**src/rtl/cpu_phase_seq_pkg.sv**
```systemverilog
// Shared definitions for the cpu65CE02 phase sequencer and its bus-region decode.
// State encoding, default wait-state constants and the IO region compare helper.
package cpu_phase_seq_pkg;

  typedef enum logic [2:0] {
    SEQ_RESET = 3'd0,
    SEQ_PH1   = 3'd1,
    SEQ_PH2   = 3'd2,
    SEQ_PH3   = 3'd3,
    SEQ_WAIT  = 3'd4,
    SEQ_HALT  = 3'd5
  } seq_state_e;

  localparam int unsigned DEFAULT_MEM_WS   = 0;
  localparam int unsigned DEFAULT_IO_WS    = 3;
  localparam int unsigned DEFAULT_RST_HOLD = 4;
  localparam logic [15:0] DEFAULT_IO_BASE  = 16'hD000;
  localparam logic [15:0] DEFAULT_IO_MASK  = 16'hF000;

  function automatic logic in_io_region(input logic [15:0] addr,
                                        input logic [15:0] base,
                                        input logic [15:0] mask);
    return (addr & mask) == (base & mask);
  endfunction

endpackage

```
**src/rtl/cpu_ws_decode.sv**
```systemverilog
// Region compare: wait-state count for a bus address.
// Purely combinational so the bus arbiter can reuse it in its own pipeline.
module cpu_ws_decode
  import cpu_phase_seq_pkg::*;
#(
  parameter int unsigned MEM_WS  = DEFAULT_MEM_WS,
  parameter int unsigned IO_WS   = DEFAULT_IO_WS,
  parameter logic [15:0] IO_BASE = DEFAULT_IO_BASE,
  parameter logic [15:0] IO_MASK = DEFAULT_IO_MASK
) (
  input  logic [15:0] address,
  output logic [3:0]  wait_states
);

  assign wait_states = in_io_region(address, IO_BASE, IO_MASK) ? 4'(IO_WS) : 4'(MEM_WS);

endmodule

```
**src/rtl/cpu_phase_seq.sv**
```systemverilog
// Phase sequencer for cpu65CE02: phi1/phi2/phi3 strobes, per-region wait
// states, memory-ready stretch, run/halt/step control and a phi2 cycle counter.
module cpu_phase_seq
  import cpu_phase_seq_pkg::*;
#(
  parameter int unsigned MEM_WS   = DEFAULT_MEM_WS,
  parameter int unsigned IO_WS    = DEFAULT_IO_WS,
  parameter logic [15:0] IO_BASE  = DEFAULT_IO_BASE,
  parameter logic [15:0] IO_MASK  = DEFAULT_IO_MASK,
  parameter int unsigned RST_HOLD = DEFAULT_RST_HOLD,
  // Reset value of cycle_count; nonzero only to exercise wrap-around in simulation.
  parameter logic [31:0] CNT_INIT = 32'h0
) (
  input  logic        clk,
  input  logic        reset,
  input  logic [15:0] address_next,
  input  logic        write_next,
  input  logic        sync,
  input  logic        mem_ready,
  input  logic        run,
  input  logic        step,
  output logic        phi1,
  output logic        phi2,
  output logic        phi3,
  output logic        mem_req,
  output logic        mem_we,
  output logic        halted,
  output logic [31:0] cycle_count
);

  seq_state_e  state;
  logic [3:0]  hold_cnt;
  logic [3:0]  wait_cnt;
  logic [3:0]  next_ws;
  logic        step_latch;
  logic        stop_req;

  cpu_ws_decode #(
    .MEM_WS  (MEM_WS),
    .IO_WS   (IO_WS),
    .IO_BASE (IO_BASE),
    .IO_MASK (IO_MASK)
  ) u_ws_decode (
    .address     (address_next),
    .wait_states (next_ws)
  );

  // NOTE: every register here uses <= so all state updates see pre-edge values.
  always_ff @(posedge clk or negedge reset) begin
    if (!reset) begin
      state       <= SEQ_RESET;
      hold_cnt    <= 4'(RST_HOLD);
      wait_cnt    <= 4'd0;
      step_latch  <= 1'b0;
      stop_req    <= 1'b0;
      phi1        <= 1'b0;
      phi2        <= 1'b0;
      phi3        <= 1'b0;
      mem_req     <= 1'b0;
      mem_we      <= 1'b0;
      halted      <= 1'b0;
      cycle_count <= CNT_INIT;
    end else begin
      // Strobes are one-clock pulses: low unless the transition below raises one.
      phi1    <= 1'b0;
      phi2    <= 1'b0;
      phi3    <= 1'b0;
      mem_req <= 1'b0;

      case (state)
        SEQ_RESET: begin
          if (hold_cnt == 4'd0) begin
            state <= SEQ_PH1;
            phi1  <= 1'b1;
          end else begin
            hold_cnt <= hold_cnt - 4'd1;
          end
        end

        SEQ_PH1: begin
          state <= SEQ_PH2;
          phi2  <= 1'b1;
        end

        SEQ_PH2: begin
          mem_we      <= write_next;
          wait_cnt    <= next_ws;
          cycle_count <= cycle_count + 32'd1;
          if (sync && step_latch) begin
            step_latch <= 1'b0;
            stop_req   <= 1'b1;
          end
          state   <= SEQ_PH3;
          phi3    <= 1'b1;
          mem_req <= 1'b1;
        end

        SEQ_PH3: begin
          state <= SEQ_WAIT;
        end

        SEQ_WAIT: begin
          if (wait_cnt != 4'd0) begin
            wait_cnt <= wait_cnt - 4'd1;
          end else if (mem_ready) begin
            // A pending step keeps cycling with run low until its fetch completes.
            if (stop_req || (!run && !step_latch)) begin
              state    <= SEQ_HALT;
              halted   <= 1'b1;
              stop_req <= 1'b0;
            end else begin
              state <= SEQ_PH1;
              phi1  <= 1'b1;
            end
          end
        end

        SEQ_HALT: begin
          if (run) begin
            state    <= SEQ_PH1;
            phi1     <= 1'b1;
            halted   <= 1'b0;
            stop_req <= 1'b0;
          end else if (step) begin
            state      <= SEQ_PH1;
            phi1       <= 1'b1;
            halted     <= 1'b0;
            step_latch <= 1'b1;
          end
        end

        default: state <= SEQ_RESET;
      endcase
    end
  end

endmodule

```
**config.mk**
```make
export PLATFORM = sky130hd
export DESIGN_NAME = cpu_phase_seq
export DESIGN_NICKNAME = d
export VERILOG_FILES = /design/src/rtl/cpu_phase_seq_pkg.sv /design/src/rtl/cpu_ws_decode.sv /design/src/rtl/cpu_phase_seq.sv
export SDC_FILE = /design/constraint.sdc
export NUM_CORES = 1
export LEC_CHECK = 0
export CORE_MARGIN = 2
export CORE_UTILIZATION = 45
export DETAILED_ROUTE_END_ITERATION = 16
export PLACE_DENSITY = 0.85
export SYNTH_ARGS = -nofsm -noshare
export SYNTH_HDL_FRONTEND = slang
export SYNTH_HIERARCHICAL = 1
export SYNTH_SLANG_ARGS = --single-unit
```
**constraint.sdc**
```tcl
create_clock -name clk -period 3.65 [get_ports clk]
set_input_delay 0.73 -clock clk [delete_from_list [all_inputs] [get_ports clk]]
set_output_delay 0.73 -clock clk [all_outputs]
set_load 0.01 [all_outputs]
```
* Word-level counts from Yosys, hierarchy flattened
Cells that the tools add are included.
Word-level totals: memory bits (writable) 0, output and inout port bits 38, memories 0, register bits 50, input bits 23, word-level logic and storage cells 84, bits in read-only memories 0, latch bits 0
Operators by class: reductions and logical operators 18, multiply operators 0, shift-type cells 0, div/mod/pow operators 0, order comparisons 0, muxes and demuxes 35, add/sub/neg operators 3, equal/unequal tests 16, bitwise operators 1
Operators with widths (number):
- adder 32 x 1 -> 32 bit (second input constant) | 1
- two-way mux 1 bit | 21
- two-way mux 3 bit | 6
- != test 2 bit (second input constant) | 9
- one-hot mux 3 bit (6 select lines) | 1
- one-hot mux 4 bit (2 select lines) | 1
- AND reduction 4 bit | 2
- subtractor 4 x 1 -> 4 bit (second input constant) | 2
- == test 3 x 2 -> 1 bit (second input constant) | 2
- == test 3 bit (second input constant) | 2
- one-hot mux 1 bit (3 select lines) | 2
- AND reduction 6 bit | 1
- nonzero test 2 bit | 3
- AND reduction 5 bit | 1
- == test 4 bit (second input constant) | 1
- logical NOT 4 bit | 1
- two-way mux 4 bit | 1
- one-hot mux 1 bit (2 select lines) | 2
- AND reduction 2 bit | 2
- nonzero test 4 bit | 1
- == test 3 x 1 -> 1 bit (second input constant) | 1
- logical NOT 3 bit | 1
- != test 3 bit (second input constant) | 1
- nonzero test 3 bit | 1
- 5 further kinds | 7

* Longest topological paths before layout
Gate-level depths: netlist of the first run.
word-level depth 7, gate-level depth with buffers 7, depth with buffers taken out 6

* Hierarchy
The synthesis of the first run kept the hierarchy.
By module, submodules not included:
- cpu_phase_seq | instances 1, cells each 231, area an instance 2416.1 um^2
- cpu_ws_decode | instances 1, cells each 5, area an instance 36.3 um^2

* Least setup slack after synthesis of the first run
Ideal clock, no wire load.
path kind reg-to-reg, start reg state[0], end reg cycle_count[26], cell stages (with the launch flop) 5, clock period less this slack 1.733 ns, setup time 0.126 ns, path slack 1.917 ns, arrival time 1.607 ns, buffers on the path 0, cells stage by stage dfrtp_1 -> or3b_4 -> nor4_4 -> nand4_1 -> xnor2_1
On the way: word-level cells in the longest chain between the ends 1
Ends and longest elaborated chain:
- from (decl) | line cpu_phase_seq.sv:31 | seq_state_e state;
- from (signal assigned) | line cpu_phase_seq.sv:51 | state <= SEQ_RESET;
- from (signal assigned) | line cpu_phase_seq.sv:73 | state <= SEQ_PH1;
- from (signal assigned) | line cpu_phase_seq.sv:81 | state <= SEQ_PH2;
- == test 3 x 2 -> 1 bit | line cpu_phase_seq.sv:70 | case (state)
- to (signal assigned) | line cpu_phase_seq.sv:88 | cycle_count <= cycle_count + 32'd1;
- to (decl) | line cpu_phase_seq.sv:28 | output logic [31:0] cycle_count
Every way passes these cells. A chain may end at the register's enable or synchronous reset.

* Final worst setup path of the first run
start reg state[0], end reg cycle_count[7]
Same word-level chain as after synthesis.

==> metrics.yaml, run 1 <==
synth:
  yosys_warnings: 6
  synth_top_cell_area_share_pct: 50.0
  synth_area_leaders: "dfrtp_1 50%, xnor2_1 10%, nand4_1 3.8%"
  async_flop_share_pct: 100
  synth-seq-area-share_pct: 51.1
  ys_seq_elements: 50
  synth-main-ff-cell: "dfrtp_1"
  synthTopCellsByCount: "49 x dfrtp_1, 29 x xnor2_1, 22 x nand2_1"
  synth_area_leader_cell: "dfrtp_1"
  syn_area_um2: 2450
  syn_inst: 236
  yosysMostFrequentCell: "dfrtp_1"
  yosysUniqueCellTypes: 42
  synth_edf_count: 0
  syn_area_per_cell_um2: 10.4
place:
  routabilityCongestion: 0.817
  portBuffers: 48
  place_ws_ns: 1.50
  hpwl_mm: 3.42
drt:
  via_per_inst: 5.44
  ant_nets: 0
  first_iter_violations: 127
  drc: 0
  routedWlPerCell_um: 13.5
  wl_mm: 4.80
  firstDrtPassIters: 4
  num_vias: 1931
floorplan:
  die_w_um: 77.8
  start_util_pct: 47.4
  die_area_um2: 6060
  ios: 61
  placementRows: 26
  core-area_um2: 5170
  die_h_um: 77.8
worst_setup_path:
  setup.worst_path.end_class: "flop"
  r2r-start: "state[0]"
  required_ns: 3.88
  reg2regPathDepth: 5
  r2r_end: "cycle_count[7]"
  worstSetupStartpointType: "flop"
  path_class: "flop to flop"
  cp.arrival_ns: 2.37
  reg2reg_slack_ns: 1.51
  cp_max_fo: 17
cells_and_area:
  fillers: 432
  insertedDiodeCount: 0
  area_growth_pct: 24.6
  fin_nets: 310
  layout-drive-gt1-share_pct: 7.72
  multi_input_area_um2: 1110
  seq_area_um2: 1250
global_routing:
  grt_use_total_pct: 17.2
  overflow: 0
  grt.met2_usage_pct: 27.8
  antenna_found_initial: 0
  grt_pass1_vias: 1866
  grt_pass1_wl_mm: 8.42
  grt_max_degree: 51
  use_met1_pct: 22.5
  busiest_layer: "met2"
  use_met3_pct: 3.02
pwr:
  swShare_pct: 33.8
  leakagePower_nw: 1.26
  power_mw: 1.58
  irDropWorstVdd_mv: 0.274
  power.density_nw_per_um2: 516
  p_clk_share_pct: 21.2
  netSwitchingPower_mw: 0.534
  power.share.sequential_pct: 48.5
  comb_power_share_pct: 30.3
  intPower_mw: 1.04
clocking:
  holdBufCountCts: 0
  cts_max_level: 2
  cts_buffer_depth: 2
  cts_resized: 0
  clkLatencyLatePin_ns: 0.31
  root_buffer: "clkbuf_8"
  cts_tree: "built"
  cts_buffers: 5
  cts.sinks: 50
  path_clk_slew_ns: 0.10
  postCtsSetupBuffers: 0
sta:
  finalSetupViolCount: 0
  hold_viol: 0
  hold-worst-slack_ns: 0.471
  drv_slew: 0
  fin_ws_ns: 1.51
  grt_setup_unrepaired: "false"
  period_minus_slack_ns: 2.14
  fmaxAchievable_ghz: 0.468
  tightest_slew_ns: 1.06
  setup_tns_ns: 0
  slew_headroom_pct: 29.3
  finClkSkew_ns: 0.0127
  post-route-period-util_pct: 58.5
hold_path:
  worstHoldStart: "cycle_count[31]"
  worst_hold_path.endpoint: "cycle_count[31]"
  worstHoldPathType: "flop to flop"
  min_path_cells: 1
outcome:
  status: "completed"
job:
  cap_violations: 0
==> cells in the final DEF, fill, tap and decap left out, types with 2 or more instances in the layout <==
cell,count
nor4_2,2
nor3b_1,4
and3_1,4
o21ai_0,8
a21oi_1,9
o31ai_1,2
ha_1,3
nand2b_1,2
xnor2_1,29
clkbuf_8,6
nor4_1,3
a22o_1,2
inv_1,10
xor2_1,4
o21bai_1,2
nand2_1,22
nor3_1,4
conb_1,2
nor2b_1,4
clkdlybuf4s50_1,47
nand4_1,15
dfrtp_1,49
a31oi_1,2
nor2_1,13
nor4_4,2
nand3_1,18
==> worst max-delay path: stages (launching register included) <==
cell and delay (ns):
dfrtp_1 0.55, or3b_4 0.57, inv_1 0.33, nand4_1 0.25
nor2_1 0.20, xor2_1 0.17
==> flip-flops by register name, summed over array words and instances, names as in the netlist <==
name / cells
cycle_count: 32
halted: 1
state: 3
phi1: 1
wait_cnt: 4
phi2: 1
mem_req: 1
stop_req: 1
step_latch: 1
hold_cnt: 4
mem_we: 1
==> kinds of logic after synthesis <==
family,after synthesis,share of synthesized area [%]
and+or+nand+nor,101,23.8
DFF,50,51.1
xor gates and xnor gates,33,11.8
AOI/OAI and AO/OA,29,7.30
buffers and inverters,18,3.88
adders and majority gates,3,1.53
other,1,0.153
muxes,1,0.459
==> through the flow <==
stage | std cells | cell area [µm²] | utilization (%)
after global routing | 355 | 3060 | 59.1
after floorplan | 237 | 2460 | -
after CTS | 355 | 3060 | 59.1
after detailed placement | 347 | 2960 | 57.3
final | 355 | 3060 | 59.1
after global placement | 347 | 2960 | 57.3
==> power by group through the flow <==
stage	clock network (mW)	registers, mW	logic [mW]
detailed placement	0	0.774	0.481
floorplan	0	0.755	0.321
CTS	0.342	0.764	0.484
global route	0.368	0.785	0.529
finish	0.335	0.765	0.478
global placement	0	0.770	0.470
==> routing by layer <==
| layer | up-vias | share of wire, % | routed length, µm |
|---|---|---|---|
| met2 | 54 | 49 | 2350 |
| met4 | 0 | 2.1 | 103 |
| li1 | 916 | - | - |
| met3 | 9 | 3.9 | 186 |
| met5 | - | 0 | 0 |
| met1 | 952 | 45 | 2150 |
==> how the worst max path moves through the flow <==
stage,from,end,slack [ns],cells after the start
final,state[0],cycle_count[7],1.51,5
after floorplan,state[0],cycle_count[26],1.92,4
after CTS,state[0],cycle_count[7],1.50,5
after global routing,cycle_count[1],cycle_count[16],1.31,5
after global placement,state[0],cycle_count[29],1.55,4
after detailed placement,state[0],cycle_count[7],1.50,5
==> final cells by class <==
| cell class | instances | area share [%] |
|---|---|---|
| flip-flops and latches | 50 | 41.0 |
| multi-input cells | 169 | 36.3 |
| repair buffers | 48 | 15.6 |
| well taps | 70 | 2.87 |
| clock buffers | 6 | 2.70 |
| inverters | 10 | 1.23 |
| clock inverters | 2 | 0.409 |
Power figures use the tool's default switching activity.
==> run 2, diff against run 1 <==
==> constraint.sdc (replaced) <==
create_clock -name clk -period 2 [get_ports clk]
set_input_delay 0.4 -clock clk [delete_from_list [all_inputs] [get_ports clk]]
set_output_delay 0.4 -clock clk [all_outputs]
set_load 0.01 [all_outputs]
==> run 2 against run 1 <==
Compared with the run above: via count rose by 0.83%; design area rose by 2.8%; critical path depth fell by 4.
==> metrics.yaml, run 2 (synthesis results as in run 1) <==
outcome:
  status: "completed"  # unchanged
global_routing:
  grt_max_degree: 30  # was 51
  grt_use_total_pct: 17.3  # was 17.2%
  grt_pass1_wl_mm: 8.36  # was 8.42 mm
  grt_pass1_vias: 1851  # was 1866
  antenna_found_initial: 0  # unchanged
  overflow: 0  # unchanged
floorplan:
  ios: 61  # unchanged
  core-area_um2: 5170  # unchanged
  die_area_um2: 6060  # unchanged
  start_util_pct: 47.4  # unchanged
  die_w_um: 77.8  # unchanged
  placementRows: 26  # unchanged
  die_h_um: 77.8  # unchanged
worst_setup_path:
  r2r_end: "cycle_count[10]"  # was cycle_count[7]
  required_ns: 1.60  # was 3.88 ns
  r2r-start: "state[0]"  # unchanged
  worstSetupStartpointType: "flop"  # unchanged
  path_class: "flop to output port"  # was flop to flop
  setup.worst_path.end_class: "output port"  # was flop
  reg2regPathDepth: 4  # was 5
  path_buf_inv: 1  # unchanged
  path_cells: "clkdlybuf4s50_1"  # was or3b_4, inv_1, nand4_1, nor2_1, xor2_1
  crit_slowest_cell: "clkdlybuf4s50_1"  # was or3b_4
  crit_family: "buffers and inverters"  # was simple AND/OR/NAND/NOR gates
  critPathMaxStageDelay_ns: 0.59  # was 0.57 ns
  cp_max_fo: 7  # was 17
  cp.arrival_ns: 1.39  # was 2.37 ns
  reg2reg_slack_ns: 0.21  # was 1.51 ns
sta:
  finClkSkew_ns: 0.00991  # was 0.0127 ns
  slew_headroom_pct: 65.8  # was 29.3%
  hold_viol: 0  # unchanged
  setup_tns_ns: 0  # unchanged
  drv_slew: 0  # unchanged
  post-route-period-util_pct: 89.5
  fmaxAchievable_ghz: 0.558
  fin_ws_ns: 0.209  # was 1.51 ns
  finalSetupViolCount: 0  # unchanged
  tightest_slew_ns: 0.509  # was 1.06 ns
  hold-worst-slack_ns: 0.0527  # was 0.471 ns
  grt_setup_unrepaired: "false"  # unchanged
  period_minus_slack_ns: 1.79
drt:
  wl_mm: 4.91  # was 4.80 mm
  via_per_inst: 5.38  # was 5.44
  num_vias: 1947  # was 1931
  ant_nets: 0  # unchanged
  routedWlPerCell_um: 13.6  # was 13.5 µm
  first_iter_violations: 115  # was 127
  drc: 0  # unchanged
  firstDrtPassIters: 4  # unchanged
job:
  cap_violations: 0  # unchanged
clocking:
  postCtsSetupBuffers: 0  # unchanged
  holdBufCountCts: 0  # unchanged
  clkLatencyLatePin_ns: 0.31  # about the same
  cts_resized: 0  # unchanged
  cts_tree: "built"  # unchanged
  root_buffer: "clkbuf_8"  # unchanged
  cts.sinks: 50  # unchanged
  cts_buffers: 5  # unchanged
  cts_max_level: 2  # unchanged
  cts_buffer_depth: 2  # unchanged
  path_clk_slew_ns: 0.09  # was 0.10 ns
place:
  routabilityCongestion: 0.824  # was 0.817
  place_ws_ns: 0.111  # was 1.50 ns
  dp_cells: 355  # was 347
  place_area_um2: 3030  # was 2960 µm²
  hpwl_mm: 3.65  # was 3.42 mm
  portBuffers: 48  # unchanged
cells_and_area:
  layout_common_cells: "49 x dfrtp_1, 47 x clkdlybuf4s50_1, 29 x xnor2_1"  # unchanged
  instances_no_fill: 362  # was 355
  layout_commonest_cell: "dfrtp_1"  # unchanged
  stdcell_area_um2: 3140  # was 3060 µm²
  insertedDiodeCount: 0  # unchanged
  final_util_pct: 60.7  # was 59.1%
  multi_input_area_um2: 1110  # unchanged
  reg_top3: "cycle_count x32, hold_cnt x4, wait_cnt x4"  # unchanged
  fin_nets: 318  # was 310
  area_growth_pct: 28.1  # was 24.6%
  fillers: 414  # was 432
  layout-drive-gt1-share_pct: 9.93  # was 7.72%
  seq_area_um2: 1250  # unchanged
  largest_reg_flops: 32  # unchanged
  largest_register: "cycle_count"  # unchanged
hold_path:
  worstHoldPathType: "input port to asynchronous set/reset pin"  # was flop to flop
pwr:
  power_mw: 3.03  # was 1.58 mW
  leakagePower_nw: 1.31  # was 1.26 nW
  power.density_nw_per_um2: 966  # was 516 nW/µm²
  irDropWorstVdd_mv: 0.525  # was 0.274 mV
run 2: final cells by class:
| class | instances | area share [%] |
|---|---|---|
| sequential | 50 | 39.9 |
| tap | 70 | 2.79 |
| clock buffer | 5 | 2.19 |
| inverter | 10 | 1.19 |
| clock inverter | 2 | 1.23 |
| timing repair buffer | 56 | 17.4 |
| multi-input combinational | 169 | 35.3 |
run 2: worst register-to-register path, stage by stage (launching register included):
cell	delay (ns)
dfrtp_1	0.39
or3b_4	0.51
or4_4	0.56
nor2_2	0.10
xor2_1	0.16
run 2: how the worst max path moves through the flow:
stage                    from         endpoint  slack (ns)  cells after the start
3_3_place_gp         state[0]  cycle_count[29]        0.14                      4
2_1_floorplan        state[0]  cycle_count[26]        0.27                      4
3_5_place_dp         state[0]  cycle_count[26]        0.11                      4
4_1_cts              state[0]  cycle_count[26]        0.08                      4
6_report       cycle_count[0]   cycle_count[0]        0.21                      1
5_1_grt        cycle_count[0]  cycle_count[26]        0.08                      6
run 2: report_power, final:
group / total [mW] / internal (mW) / switching (mW) / leakage (nW)
Sequential: 1.33 / 1.18 / 0.154 / 0.667
Clock: 0.700 / 0.368 / 0.332 / 0.0542
Combinational: 1.00 / 0.504 / 0.500 / 0.591
run 2: layer usage:
layer	vias to the layer above	GRT usage (%)	routed length, µm
met4	0	7.32	88
met1	955	21.9	2210
met3	9	4.30	167
met5	-	0	0
met2	42	28.1	2440
li1	941	-	-
==> run 3, diff against run 2 <==
--- a/config.mk
+++ b/config.mk
@@ -5,7 +5,7 @@
 export SDC_FILE = /design/constraint.sdc
 export NUM_CORES = 1
 export LEC_CHECK = 0
-export CORE_MARGIN = 2
+export CORE_MARGIN = 1.5
 export CORE_UTILIZATION = 45
 export DETAILED_ROUTE_END_ITERATION = 16
 export PLACE_DENSITY = 0.85
==> run 3 against run 2 <==
Compared with the run above: clock skew is 0.0062 ns lower; utilization down 0.097 points; sequential power barely moved; clock-buffer cell count up 1; die area shrank 2.6%; maximum frequency shrank 0.60%; power shrank 2.9%; final cell count up 0.83%; flip-flop and latch count stayed put; critical path type unchanged; largest cell class unchanged.
==> metrics.yaml, run 3 (synthesis results as in run 1) <==
outcome:
  status: "completed"  # unchanged
cells_and_area:
  fin_nets: 321  # was 318
  layout-drive-gt1-share_pct: 10.5  # was 9.93%
  largest_reg_flops: 32  # unchanged
  area_growth_pct: 27.9  # was 28.1%
  layout_common_cells: "49 x dfrtp_1, 47 x clkdlybuf4s50_1, 29 x xnor2_1"  # unchanged
  insertedDiodeCount: 0  # unchanged
  stdcell_area_um2: 3140  # about the same
  layout_commonest_cell: "dfrtp_1"  # unchanged
  largest_register: "cycle_count"  # unchanged
  reg_top3: "cycle_count x32, hold_cnt x4, wait_cnt x4"  # unchanged
pwr:
  comb_power_share_pct: 35.7  # was 33.1%
  power.density_nw_per_um2: 939  # was 966 nW/µm²
  power_mw: 2.95  # was 3.03 mW
  irDropWorstVdd_mv: 0.452  # was 0.525 mV
  intPower_mw: 1.95  # was 2.05 mW
  leakagePower_nw: 1.31  # about the same
  swShare_pct: 33.9  # was 32.5%
  netSwitchingPower_mw: 0.998  # was 0.985 mW
  p_clk_share_pct: 19.5  # was 23.1%
  power.share.sequential_pct: 44.8  # was 43.9%
floorplan:
  start_util_pct: 47.4  # unchanged
  ios: 61  # unchanged
  die_h_um: 76.8  # was 77.8 µm
  placementRows: 26  # unchanged
  die_area_um2: 5900  # was 6060 µm²
  die_w_um: 76.8  # was 77.8 µm
  core-area_um2: 5170  # unchanged
place:
  place_area_um2: 3060  # was 3030 µm²
  routabilityCongestion: 0.806  # was 0.824
  hpwl_mm: 3.73  # was 3.65 mm
  place_ws_ns: 0.235  # was 0.111 ns
  portBuffers: 48  # unchanged
global_routing:
  grt_max_degree: 30  # unchanged
  overflow: 0  # unchanged
  grt.met2_usage_pct: 30.9  # was 28.1%
  busiest_layer: "met2"  # unchanged
  grt_use_total_pct: 18.4  # was 17.3%
  antenna_found_initial: 0  # unchanged
  grt_pass1_vias: 1953  # was 1851
  use_met3_pct: 4.52  # was 4.30%
  use_met1_pct: 21.6  # was 21.9%
  grt_pass1_wl_mm: 8.72  # was 8.36 mm
clocking:
  cts_tree: "built"  # unchanged
  cts_buffer_depth: 2  # unchanged
  postCtsSetupBuffers: 0  # unchanged
  cts_max_level: 2  # unchanged
  cts_resized: 0  # unchanged
  clkLatencyLatePin_ns: 0.31  # about the same
  cts_buffers: 5  # unchanged
  holdBufCountCts: 0  # unchanged
  path_clk_slew_ns: 0.09  # about the same
  root_buffer: "clkbuf_8"  # unchanged
  cts.sinks: 50  # unchanged
sta:
  hold_viol: 0  # unchanged
  period_minus_slack_ns: 1.80  # was 1.79 ns
  fmaxAchievable_ghz: 0.555  # was 0.558 GHz
  drv_slew: 0  # unchanged
  fin_ws_ns: 0.198  # was 0.209 ns
  post-route-period-util_pct: 90.1  # was 89.5%
  setup_tns_ns: 0  # unchanged
  grt_setup_unrepaired: "false"  # unchanged
  finalSetupViolCount: 0  # unchanged
  finClkSkew_ns: 0.00370  # was 0.00991 ns
  hold-worst-slack_ns: 0.0456  # was 0.0527 ns
drt:
  ant_nets: 0  # unchanged
  routedWlPerCell_um: 13.7  # was 13.6 µm
  firstDrtPassIters: 4  # unchanged
  num_vias: 1959  # was 1947
  drc: 0  # unchanged
  wl_mm: 5.01  # was 4.91 mm
  via_per_inst: 5.37  # was 5.38
  first_iter_violations: 88  # was 115
worst_setup_path:
  cp_max_fo: 4  # was 7
  path_class: "flop to output port"  # unchanged
  worstSetupStartpointType: "flop"  # unchanged
  cp.arrival_ns: 1.40  # was 1.39 ns
  reg2reg_slack_ns: 0.21  # about the same
  setup.worst_path.end_class: "output port"  # unchanged
  required_ns: 1.60  # about the same
hold_path:
  worstHoldPathType: "input port to asynchronous set/reset pin"  # unchanged
job:
  cap_violations: 0  # unchanged
run 3: cell types whose count changed in the layout (fill, tap and decap cells not counted), sizes merged:
cell and change:
clkinv -1, clkbuf +1, clkinvlp +1, buf +3
bufinv -1
run 3: final timing paths:
check	cells past startpoint	endpoint	start
max	2	cycle_count[0]	cycle_count[0]
max in group asynchronous	2	wait_cnt[1]	reset
min	1	cycle_count[26]	reset
min in group clk	1	cycle_count[31]	cycle_count[31]
max reg2reg	6	wait_cnt[1]	wait_cnt[0]
min reg2reg	1	cycle_count[31]	cycle_count[31]
run 3: worst max-delay path, cell delays in order (launching register included):
cell             delay (ns)
dfrtp_1                0.41
buf_4                  0.16
clkdlybuf4s50_1        0.53
run 3: layer usage:
| metal | vias up | part of all wire [%] |
|---|---|---|
| li1 | 940 | - |
| met1 | 946 | 41 |
| met2 | 57 | 52 |
| met3 | 16 | 4.3 |
| met4 | 0 | 2.6 |
| met5 | - | 0 |
run 3: layout make-up:
class | instances | area (µm²)
Sequential cell | 50 | 1250
Clock inverter | 1 | 7.51
Timing Repair Buffer | 59 | 571
Tap cell | 70 | 87.6
Fill cell | 419 | 2040
Multi-Input combinational cell | 169 | 1110
Clock buffer | 6 | 72.6
Inverter | 10 | 37.5
run 3: per-stage QoR:
| stage | utilization, % | cells |
|---|---|---|
| after global routing | 60.6 | 365 |
| after detailed placement | 59.1 | 358 |
| after CTS | 60.6 | 365 |
| after floorplan | - | 237 |
| after global placement | 59.1 | 358 |
| final | 60.6 | 365 |
run 3: power groups by stage:
stage	combinational [mW]	sequential [mW]	clock, mW
after global routing	1.16	1.35	0.629
final	1.05	1.32	0.574
after global placement	1.02	1.33	0
after CTS	1.06	1.32	0.581
after floorplan	0.586	1.38	0
after detailed placement	1.05	1.34	0
